===== config.mk =====
export PLATFORM = sky130hd
export DESIGN_NAME = booth_divide_flat
export DESIGN_NICKNAME = d
export VERILOG_FILES = /design/src/rtl/booth_divide_pkg.sv /design/src/rtl/booth_divide_if.sv /design/src/rtl/booth_divide_div_step.sv /design/src/rtl/booth_divide.sv /design/src/flat_wrapper.sv
export SDC_FILE = /design/constraint.sdc
export NUM_CORES = 1
export LEC_CHECK = 0
export BUFFER_PORTS_ARGS = -buffer_cell sky130_fd_sc_hd__buf_4
export CELL_PAD_IN_SITES_DETAIL_PLACEMENT = 1
export CELL_PAD_IN_SITES_GLOBAL_PLACEMENT = 1
export CORE_UTILIZATION = 25
export CTS_CLUSTER_DIAMETER = 100
export DETAILED_ROUTE_END_ITERATION = 10
export PLACE_DENSITY = 0.53
export SKIP_LAST_GASP = 1
export SLEW_MARGIN = 10
export SYNTH_ARGS = -nofsm -noshare
export SYNTH_HDL_FRONTEND = slang
export SYNTH_SLANG_ARGS = --single-unit

===== constraint.sdc =====
create_clock -name clk -period 3.3 [get_ports clk]
set_input_delay 0.165 -clock clk [delete_from_list [all_inputs] [get_ports clk]]
set_output_delay 0.165 -clock clk [all_outputs]
set_load 0.01 [all_outputs]

===== src/rtl/booth_divide_pkg.sv =====
// Shared arithmetic definitions for the multiply/divide unit.
// Holds the divider state encoding and common width constants.
package booth_divide_pkg;

    localparam int WIDTH_DEF = 4;

    // Wide enough to slice for any operand width in use.
    localparam logic [63:0] DBZ_QUOT = '1;

    typedef enum logic [1:0] {
        IDLE = 2'd0,
        CALC = 2'd1,
        FIX  = 2'd2,
        DONE = 2'd3
    } div_state_e;

endpackage


===== src/rtl/booth_divide_if.sv =====
// Request/response bundle for the sequential signed divider.
// The master drives operands and start; the slave returns results.
interface booth_divide_if
    import booth_divide_pkg::*;
#(
    parameter int WIDTH = WIDTH_DEF
);

    logic                 start;
    logic [2*WIDTH-1:0]   dividend;
    logic [WIDTH-1:0]     divisor;
    logic                 busy;
    logic                 done;
    logic [WIDTH-1:0]     quotient;
    logic [WIDTH-1:0]     remainder;
    logic                 div_by_zero;
    logic                 overflow;

    modport master (
        output start, dividend, divisor,
        input  busy, done, quotient, remainder,
        input  div_by_zero, overflow
    );

    modport slave (
        input  start, dividend, divisor,
        output busy, done, quotient, remainder,
        output div_by_zero, overflow
    );

endinterface


===== src/rtl/booth_divide_div_step.sv =====
// One restoring-division step: shift in a dividend bit,
// trial-subtract the divisor magnitude, restore on borrow.
module div_step #(
    parameter int WIDTH = 4
) (
    input  logic [WIDTH:0]   rem_i,
    input  logic             bit_i,
    input  logic [WIDTH-1:0] dvsr_i,
    output logic [WIDTH:0]   rem_o,
    output logic             q_o
);

    logic [WIDTH+1:0] shifted;
    logic [WIDTH+1:0] diff;

    always_comb begin
        shifted = {rem_i, bit_i};
        diff    = shifted - {2'b00, dvsr_i};
        q_o     = ~diff[WIDTH+1];
        rem_o   = q_o ? diff[WIDTH:0] : shifted[WIDTH:0];
    end

endmodule


===== src/rtl/booth_divide.sv =====
// Sequential signed restoring divider, one quotient bit per clock.
// Sign handling and result formatting happen in a single FIX cycle.
module booth_divide
    import booth_divide_pkg::*;
#(
    parameter int WIDTH = WIDTH_DEF
) (
    input logic          clk,
    input logic          rst,
    booth_divide_if.slave bus
);

    localparam int CW = $clog2(2 * WIDTH);

    div_state_e          state_q, state_d;
    logic [CW-1:0]       cnt_q, cnt_d;
    logic [2*WIDTH-1:0]  dvd_q, dvd_d;
    logic [2*WIDTH-1:0]  qmag_q, qmag_d;
    logic [WIDTH-1:0]    dvsr_q, dvsr_d;
    logic [WIDTH:0]      rem_q, rem_d;
    logic                sd_q, sd_d;
    logic                sv_q, sv_d;
    logic                zero_q, zero_d;
    logic [WIDTH-1:0]    quot_q, quot_d;
    logic [WIDTH-1:0]    remo_q, remo_d;
    logic                dbz_q, dbz_d;
    logic                ovf_q, ovf_d;

    logic [WIDTH:0]      step_rem;
    logic                step_q;
    logic [2*WIDTH-1:0]  qs;
    logic [WIDTH-1:0]    rs;
    logic [WIDTH:0]      qs_top;

    div_step #(.WIDTH(WIDTH)) u_step (
        .rem_i  (rem_q),
        .bit_i  (dvd_q[2*WIDTH-1]),
        .dvsr_i (dvsr_q),
        .rem_o  (step_rem),
        .q_o    (step_q)
    );

    always_ff @(posedge clk) begin
        if (rst) begin
            state_q <= IDLE;
            cnt_q   <= '0;
            dvd_q   <= '0;
            qmag_q  <= '0;
            dvsr_q  <= '0;
            rem_q   <= '0;
            sd_q    <= 1'b0;
            sv_q    <= 1'b0;
            zero_q  <= 1'b0;
            quot_q  <= '0;
            remo_q  <= '0;
            dbz_q   <= 1'b0;
            ovf_q   <= 1'b0;
        end else begin
            state_q <= state_d;
            cnt_q   <= cnt_d;
            dvd_q   <= dvd_d;
            qmag_q  <= qmag_d;
            dvsr_q  <= dvsr_d;
            rem_q   <= rem_d;
            sd_q    <= sd_d;
            sv_q    <= sv_d;
            zero_q  <= zero_d;
            quot_q  <= quot_d;
            remo_q  <= remo_d;
            dbz_q   <= dbz_d;
            ovf_q   <= ovf_d;
        end
    end

    always_comb begin
        state_d = state_q;
        cnt_d   = cnt_q;
        dvd_d   = dvd_q;
        qmag_d  = qmag_q;
        dvsr_d  = dvsr_q;
        rem_d   = rem_q;
        sd_d    = sd_q;
        sv_d    = sv_q;
        zero_d  = zero_q;
        quot_d  = quot_q;
        remo_d  = remo_q;
        dbz_d   = dbz_q;
        ovf_d   = ovf_q;
        qs      = sd_q ^ sv_q ? -qmag_q : qmag_q;
        rs      = sd_q ? -rem_q[WIDTH-1:0] : rem_q[WIDTH-1:0];
        qs_top  = qs[2*WIDTH-1:WIDTH-1];

        unique case (state_q)
            IDLE: begin
                if (bus.start) begin
                    sd_d   = bus.dividend[2*WIDTH-1];
                    sv_d   = bus.divisor[WIDTH-1];
                    dvd_d  = sd_d ? -bus.dividend : bus.dividend;
                    dvsr_d = sv_d ? -bus.divisor : bus.divisor;
                    zero_d = (bus.divisor == '0);
                    rem_d  = '0;
                    qmag_d = '0;
                    cnt_d  = CW'(2 * WIDTH - 1);
                    state_d = zero_d ? FIX : CALC;
                end
            end
            CALC: begin
                dvd_d  = dvd_q << 1;
                rem_d  = step_rem;
                qmag_d = {qmag_q[2*WIDTH-2:0], step_q};
                cnt_d  = cnt_q - 1'b1;
                if (cnt_q == '0) state_d = FIX;
            end
            FIX: begin
                if (zero_q) begin
                    quot_d = DBZ_QUOT[WIDTH-1:0];
                    remo_d = '0;
                    dbz_d  = 1'b1;
                    ovf_d  = 1'b0;
                end else begin
                    quot_d = qs[WIDTH-1:0];
                    remo_d = rs;
                    dbz_d  = 1'b0;
                    // Fits only if the upper bits sign-extend bit WIDTH-1.
                    ovf_d  = !((&qs_top) || (~|qs_top));
                end
                state_d = DONE;
            end
            DONE: state_d = IDLE;
        endcase
    end

    assign bus.busy        = (state_q != IDLE);
    assign bus.done        = (state_q == DONE);
    assign bus.quotient    = quot_q;
    assign bus.remainder   = remo_q;
    assign bus.div_by_zero = dbz_q;
    assign bus.overflow    = ovf_q;

endmodule


===== src/flat_wrapper.sv =====
// flat-port wrapper written by rule: the top's interface ports become plain ports
module booth_divide_flat import booth_divide_pkg::*;
#(
    parameter int WIDTH = WIDTH_DEF
)
  (clk, rst, bus_start, bus_dividend, bus_divisor, bus_busy, bus_done, bus_quotient, bus_remainder, bus_div_by_zero, bus_overflow);
  booth_divide_if #(.WIDTH(WIDTH)) bus_i ();
  input logic clk;
  input logic rst;
  input wire logic [$bits(bus_i.start)-1:0] bus_start;
  input wire logic [$bits(bus_i.dividend)-1:0] bus_dividend;
  input wire logic [$bits(bus_i.divisor)-1:0] bus_divisor;
  output wire logic [$bits(bus_i.busy)-1:0] bus_busy;
  output wire logic [$bits(bus_i.done)-1:0] bus_done;
  output wire logic [$bits(bus_i.quotient)-1:0] bus_quotient;
  output wire logic [$bits(bus_i.remainder)-1:0] bus_remainder;
  output wire logic [$bits(bus_i.div_by_zero)-1:0] bus_div_by_zero;
  output wire logic [$bits(bus_i.overflow)-1:0] bus_overflow;
  assign bus_i.start = bus_start;
  assign bus_i.dividend = bus_dividend;
  assign bus_i.divisor = bus_divisor;
  assign bus_busy = bus_i.busy;
  assign bus_done = bus_i.done;
  assign bus_quotient = bus_i.quotient;
  assign bus_remainder = bus_i.remainder;
  assign bus_div_by_zero = bus_i.div_by_zero;
  assign bus_overflow = bus_i.overflow;
  booth_divide #(.WIDTH(WIDTH)) u_core (.clk(clk), .rst(rst), .bus(bus_i));
endmodule

==> reports/metrics.csv, run 1 <==
metric,value,unit
end_kind,flip-flop,
final_max_slew_viol_count,0,
clk_latency,300,ps
total_power,0.00196,W
antenna_left,0,
rows,34,
status,"finished, final reports clean",
ys_types,43,
path_cells,ha_1 -> nor2b_4 -> o21ai_2 -> nand2_1 -> a221oi_4 -> mux2i_1 -> a32o_1,
routed_wl,5.79,mm
drc_errors,0,
place_congestion,0.709,
area_growth,16.0,%
grt_pass1_wl,10.1,mm
post_cts_buffers,0,
grt_pass1_vias,2071,
criticalPathCategory,flip-flop to flip-flop,
path_max_fanout,6,
power_density,723,nW/um2
crit_arrival,2280,ps
synth_ff_type,dfxtp_1,
die_x,98.7,um
die_h,98.7,um
cts_buffer_depth,2,
synth-edff-count,0,
cts_hold_buf,0,
cts_made_buffers,5,
ys_seq_area_share,36.9,%
routed-via-count,2013,
critPathMaxStageDelay,480,ps
drive_gt1_share,13.1,%
synthTopCellsByArea,"dfxtp_1 37%, ha_1 7.5%, nor2_1 5.6%",
antenna_found_initial,0,
syn_inst,283,
numPortBuffers,26,
grt_max_degree,43,
grt_overflow,0,
finalClockSkew,12.6,ps
fillers,1074,
diodes,0,
ys_warn_count,0,
syn-cell-area,2340,um2
netlist_top_cells_count,"43 x dfxtp_1, 35 x nor2_1, 31 x nand2_1, 22 x inv_1, 19 x a21oi_1",
post-route-period-util,63.0,%
io_pins,27,
yosysTopAreaCell,dfxtp_1,
viasPerCell,4.87,
rsz0062_at_grt,false,
synth_nets,313,
syn_avg_cell_area,8.25,um2
final-hold-violation-count,0,
fp.dieArea,9730,um2
crit_required,3500,ps
async_flop_share,0,%
ir_drop,0.275,mV
p_leak,1.09,nW
crit_path_start_kind,flip-flop,
clock-sinks,43,
synth.most_common_cell,dfxtp_1,
initial_core_util,26.3,%
max_freq,481,MHz
crit_family,compound AO/OA/AOI/OAI gates,
place_ws,1190,ps
coreArea,8890,um2
ctsRootBufferMaster,clkbuf_8,
yosys_register_bits,43,
final_nets,334,
h-tree-depth,2,
dp_hpwl,4.32,mm
worst_slew_pin_slew,687,ps
initialDrtViolationCount,48,
crit_slowest_cell,a221oi_4,
grt_usage,13.1,%
finalSetupViolCount,0,
min_path_type,input pin to flip-flop,
slew_headroom,54.2,%
cts_resized,0,
drv_cap,0,
setup_slack,1220,ps
synth_top_area_share,36.9,%
fin_cells,413,
placed_cells,405,
finalSetupTns,0,ps
critical_path_buf_inv_count,0,
cts_tree,done,
firstDrtPassIters,5,
wl_per_cell,14.0,um
min_period,2080,ps
clkTransAtPathRegs,90,ps
worst min-delay path, cell delays in order:
cell,delay (ps)
buf_4,120
nand2_1,50
a21oi_1,50
cell type report:
cell class,instances,area [um2],share of cell area (%)
clock inverter,1,5.00,0.185
tap,108,135,4.99
clock buffer,7,76.3,2.82
inverter,22,82.6,3.05
multi-input combinational,204,1340,49.4
timing repair buffer,28,210,7.76
sequential,43,861,31.8
per-stage QoR:
step,cell area (um2),hold slack (ps),utilization (%)
after global placement,2630,439,29.6
final,2710,120,30.5
after CTS,2710,113,30.5
after global routing,2710,146,30.5
after detailed placement,2630,443,29.6
after floorplan,2340,301,-
power breakdown:
group | internal (W) | total (W) | leakage, nW | switching [W]
registers | 0.000625 | 0.000702 | 0.350 | 0.0000766
clock network | 0.000149 | 0.000339 | 0.0422 | 0.000189
logic | 0.000382 | 0.000918 | 0.698 | 0.000536
sequential cells by signal (all words and copies together) (netlist names), 2 cells and up:
register and cells:
u_core.dvd_q 8, u_core.bus.remainder 4, u_core.bus.quotient 4, u_core.dvsr_q 4, u_core.state_q 2, u_core.cnt_q 3
u_core.rem_q 5, u_core.qmag_q 8
kinds of logic after synthesis:
| group | synth area share (%) |
|---|---|
| simple gates | 17.9 |
| buf+inv | 5.84 |
| compound gates | 20.5 |
| flops | 36.9 |
| fa+ha+maj | 8.36 |
| xor+xnor | 6.70 |
| mux | 3.91 |
per-layer routing:
metal | part of all wire (%) | global-route usage [%] | up-vias
li1 | - | - | 1022
met1 | 47 | 16.7 | 960
met2 | 49 | 22.5 | 24
met3 | 2.5 | 2.62 | 7
met4 | 1.0 | 3.44 | 0
met5 | 0 | 0 | -
cell usage in the layout (no fill, tap or decap), types with 3 or more instances in the layout:
| cell | netlist | layout |
|---|---|---|
| dfxtp_1 | 43 | 43 |
| a221oi_1 | 3 | 3 |
| mux2i_1 | 8 | 8 |
| buf_4 | 0 | 28 |
| a211oi_1 | 3 | 3 |
| o31ai_1 | 3 | 3 |
| nor2b_1 | 3 | 3 |
| xor2_1 | 7 | 7 |
| inv_1 | 22 | 22 |
| xnor2_1 | 9 | 9 |
| a21oi_1 | 19 | 19 |
| and2_1 | 3 | 3 |
| nand2b_1 | 6 | 6 |
| a22oi_1 | 11 | 11 |
| nor2_1 | 35 | 35 |
| o22ai_1 | 4 | 4 |
| o21ai_1 | 3 | 3 |
| o21ai_0 | 7 | 7 |
| ha_1 | 14 | 14 |
| nand2_1 | 31 | 31 |
| o211ai_1 | 4 | 4 |
| clkbuf_8 | 0 | 5 |
| nor3_1 | 6 | 6 |
| nand3_1 | 4 | 4 |
final timing paths:
check | to | depth (start not counted) | slack (ps) | start
setup / recovery | u_core.rem_q[0]$_SDFFE_PP0P_ | 7 | 1220 | u_core.rem_q[0]$_SDFFE_PP0P_
hold reg to reg | u_core.dvd_q[3]$_SDFFE_PP0P_ | 2 | 460 | u_core.dvd_q[3]$_SDFFE_PP0P_
hold / removal | u_core.dvsr_q[0]$_SDFFE_PP0P_ | 3 | 120 | bus_divisor[0]
setup reg to reg | u_core.rem_q[0]$_SDFFE_PP0P_ | 7 | 1220 | u_core.rem_q[0]$_SDFFE_PP0P_
No activity file was read; power rests on OpenSTA's default activity.
==> run 2, diff against run 1 <==
--- a/config.mk
+++ b/config.mk
@@ -5,13 +5,14 @@
 export SDC_FILE = /design/constraint.sdc
 export NUM_CORES = 1
 export LEC_CHECK = 0
+export ABC_AREA = 1
 export BUFFER_PORTS_ARGS = -buffer_cell sky130_fd_sc_hd__buf_4
 export CELL_PAD_IN_SITES_DETAIL_PLACEMENT = 1
 export CELL_PAD_IN_SITES_GLOBAL_PLACEMENT = 1
 export CORE_UTILIZATION = 25
 export CTS_CLUSTER_DIAMETER = 100
 export DETAILED_ROUTE_END_ITERATION = 10
-export PLACE_DENSITY = 0.53
+export PLACE_DENSITY = 0.57
 export SKIP_LAST_GASP = 1
 export SLEW_MARGIN = 10
 export SYNTH_ARGS = -nofsm -noshare
==> constraint.sdc (replaced) <==
create_clock -name clk -period 1.8 [get_ports clk]
set_input_delay 0.09 -clock clk [delete_from_list [all_inputs] [get_ports clk]]
set_output_delay 0.09 -clock clk [all_outputs]
set_load 0.01 [all_outputs]
==> reports/metrics.csv, run 2 <==
metric,value,unit
worstRegToRegCells,10,
wl_met1,3.52,mm
fillers,1207,
h-tree-depth,2,
final_common_cell,nand2_1,
critPathCapture,u_core.rem_q[2]$_SDFFE_PP0P_,
routed_wl,6.89,mm
ctsRootBufferMaster,clkbuf_8,
synth.most_common_cell,nand2_1,
synth-edff-count,0,
cts_tree,done,
post-route-period-util,93.9,%
grt_overflow,0,
syn_inst,348,
rows,35,
cpMostUsedCell,nand2_2,
end_kind,flip-flop,
hold_ws,67.4,ps
final_nets,415,
max_freq,591,MHz
worst_slew_pin_slew,444,ps
die_x,101,um
slew_headroom,70.4,%
drv_cap,0,
timing.rr.end,u_core.rem_q[2]$_SDFFE_PP0P_,
rsz0062_at_grt,true,
wl_per_cell,13.4,um
area_growth,22.2,%
power_density,1480,nW/um2
grt_usage,15.2,%
clock-sinks,43,
crit_slowest_cell,dfxtp_1,
grt_pass1_wl,12.1,mm
antenna_found_initial,0,
grt_pass1_vias,2474,
coreArea,9330,um2
layout_common_cells,"85 x nand2_1, 45 x a21oi_1, 41 x inv_1",
routed-via-count,2343,
syn_avg_cell_area,6.97,um2
synthTopCellsByArea,"dfxtp_1 35%, nand2_1 13%, a21oi_1 9.5%",
synth_nets,378,
syn-cell-area,2430,um2
crit_start,u_core.dvsr_q[1]$_SDFFE_PP0P_,
critPathMaxStageDelay,370,ps
criticalPathCategory,flip-flop to flip-flop,
ys_seq_area_share,35.5,%
clkTransAtPathRegs,90,ps
initial_core_util,26.0,%
async_flop_share,0,%
firstDrtPassIters,4,
antenna_left,0,
dp_hpwl,5.40,mm
place_area,2850,um2
r2r_start,u_core.dvsr_q[1]$_SDFFE_PP0P_,
ys_warn_count,0,
place_congestion,0.784,
stdcell_area,2960,um2
yosys_register_bits,43,
crit_path_start_kind,flip-flop,
die_h,101,um
min_period,1690,ps
min_path_type,input pin to flip-flop,
io_pins,27,
netlist_top_cells_count,"85 x nand2_1, 46 x a21oi_1, 43 x dfxtp_1, 42 x inv_1, 28 x nand3_1",
final-hold-violation-count,0,
finalSetupViolCount,0,
post_cts_buffers,0,
clk_latency,300,ps
finalClockSkew,6.65,ps
p_leak,1.28,nW
synth_top_area_share,35.5,%
drc_errors,0,
viasPerCell,4.55,
top_layer,met4,
diodes,0,
grt_max_degree,32,
path_max_fanout,6,
path_cells,inv_1 -> ha_1 -> a21oi_2 -> o21ai_2 -> nand2_2 -> nand4_1 -> nand2_2 -> nand2_1 -> nand3_1 -> a21oi_1,
rrSetupSlack,110,ps
dr_wl_met3,182,um
numPortBuffers,26,
final_max_slew_viol_count,0,
crit_arrival,1870,ps
drive_gt1_share,18.7,%
largest_registers,"u_core.dvd_q x8, u_core.qmag_q x8, u_core.rem_q x5",
crit_required,1980,ps
fp.dieArea,10100,um2
yosysTopAreaCell,dfxtp_1,
initialDrtViolationCount,72,
met2WireLength,3.14,mm
synth_ff_type,dfxtp_1,
ir_drop,0.535,mV
cts_made_buffers,5,
cts_buffer_depth,2,
status,"finished, final reports clean",
ys_types,30,
-- run 2: power by group --
part | internal (W) | switching [W]
logic | 0.000942 | 0.00142
clock network | 0.000267 | 0.000361
registers | 0.00120 | 0.000183
-- run 2: per-stage QoR --
step | TNS, ps | total power, W | util, % | setup WS [ps] | cells
floorplan | 0 | 0.00294 | - | 177 | 348
global placement | 0 | 0.00368 | 30.5 | 7.72 | 507
detailed placement | -0.0140 | 0.00372 | 30.5 | -0.0140 | 507
CTS | 0 | 0.00437 | 31.5 | 34.9 | 515
global route | -16.2 | 0.00481 | 31.8 | -16.2 | 515
finish | 0 | 0.00437 | 31.8 | 109 | 515
-- run 2: how the worst min path moves through the flow --
| stage | to | startpoint | cells after the start |
|---|---|---|---|
| CTS | u_core.dvsr_q[0]$_SDFFE_PP0P_ | bus_divisor[0] | 3 |
| detailed placement | u_core.dvsr_q[0]$_SDFFE_PP0P_ | bus_divisor[0] | 3 |
| global route | u_core.dvd_q[0]$_SDFFE_PP0P_ | bus_dividend[0] | 3 |
| finish | u_core.dvsr_q[0]$_SDFFE_PP0P_ | bus_divisor[0] | 3 |
| global placement | u_core.dvsr_q[0]$_SDFFE_PP0P_ | bus_divisor[0] | 3 |
| floorplan | u_core.state_q[1]$_SDFFE_PP0P_ | rst | 1 |
-- run 2: area by class of cell --
type,count,area [um2],share of cell area [%]
timing repair buffer,39,305,10.3
tap,129,161,5.45
clock inverter,3,15.0,0.507
inverter,47,179,6.04
clock buffer,5,68.8,2.32
multi-input combinational,249,1370,46.2
sequential,43,865,29.2
-- run 2: timing repair --
| item | CTS | global route |
|---|---|---|
| hold buffers | 0 | 0 |
| setup endpoints to repair | 4 | 17 |
| hold endpoints to repair | 0 | 0 |
| pin swaps | 1 | 1 |
| gates resized for setup | 1 | 9 |
| gates cloned | 0 | 0 |
-- run 2: metal layers --
layer / global-route usage (%) / up-vias
met3: 3.12 / 4
met5: 0 / -
met2: 25.2 / 34
met4: 2.68 / 0
li1: - / 1219
met1: 20.6 / 1086
-- run 2: logic make-up (layout without fill, tap and decap cells) --
kind of cell	count (synthesis)	count (layout)	share of synthesized area, %
compound gates	84	84	20.0
xor+xnor	6	6	2.17
fa+ha+maj	15	15	8.05
buf+inv	56	94	9.13
flops	43	43	35.5
simple gates	144	144	25.2
-- run 2: critical path: cells and delay by family, from the launching register on --
family                     cells  cell delay, ps
AOI/OAI and AO/OA              3             300
DFF                            1             370
buffers and inverters          1              60
and+or+nand+nor                5             640
adders and majority gates      1             200
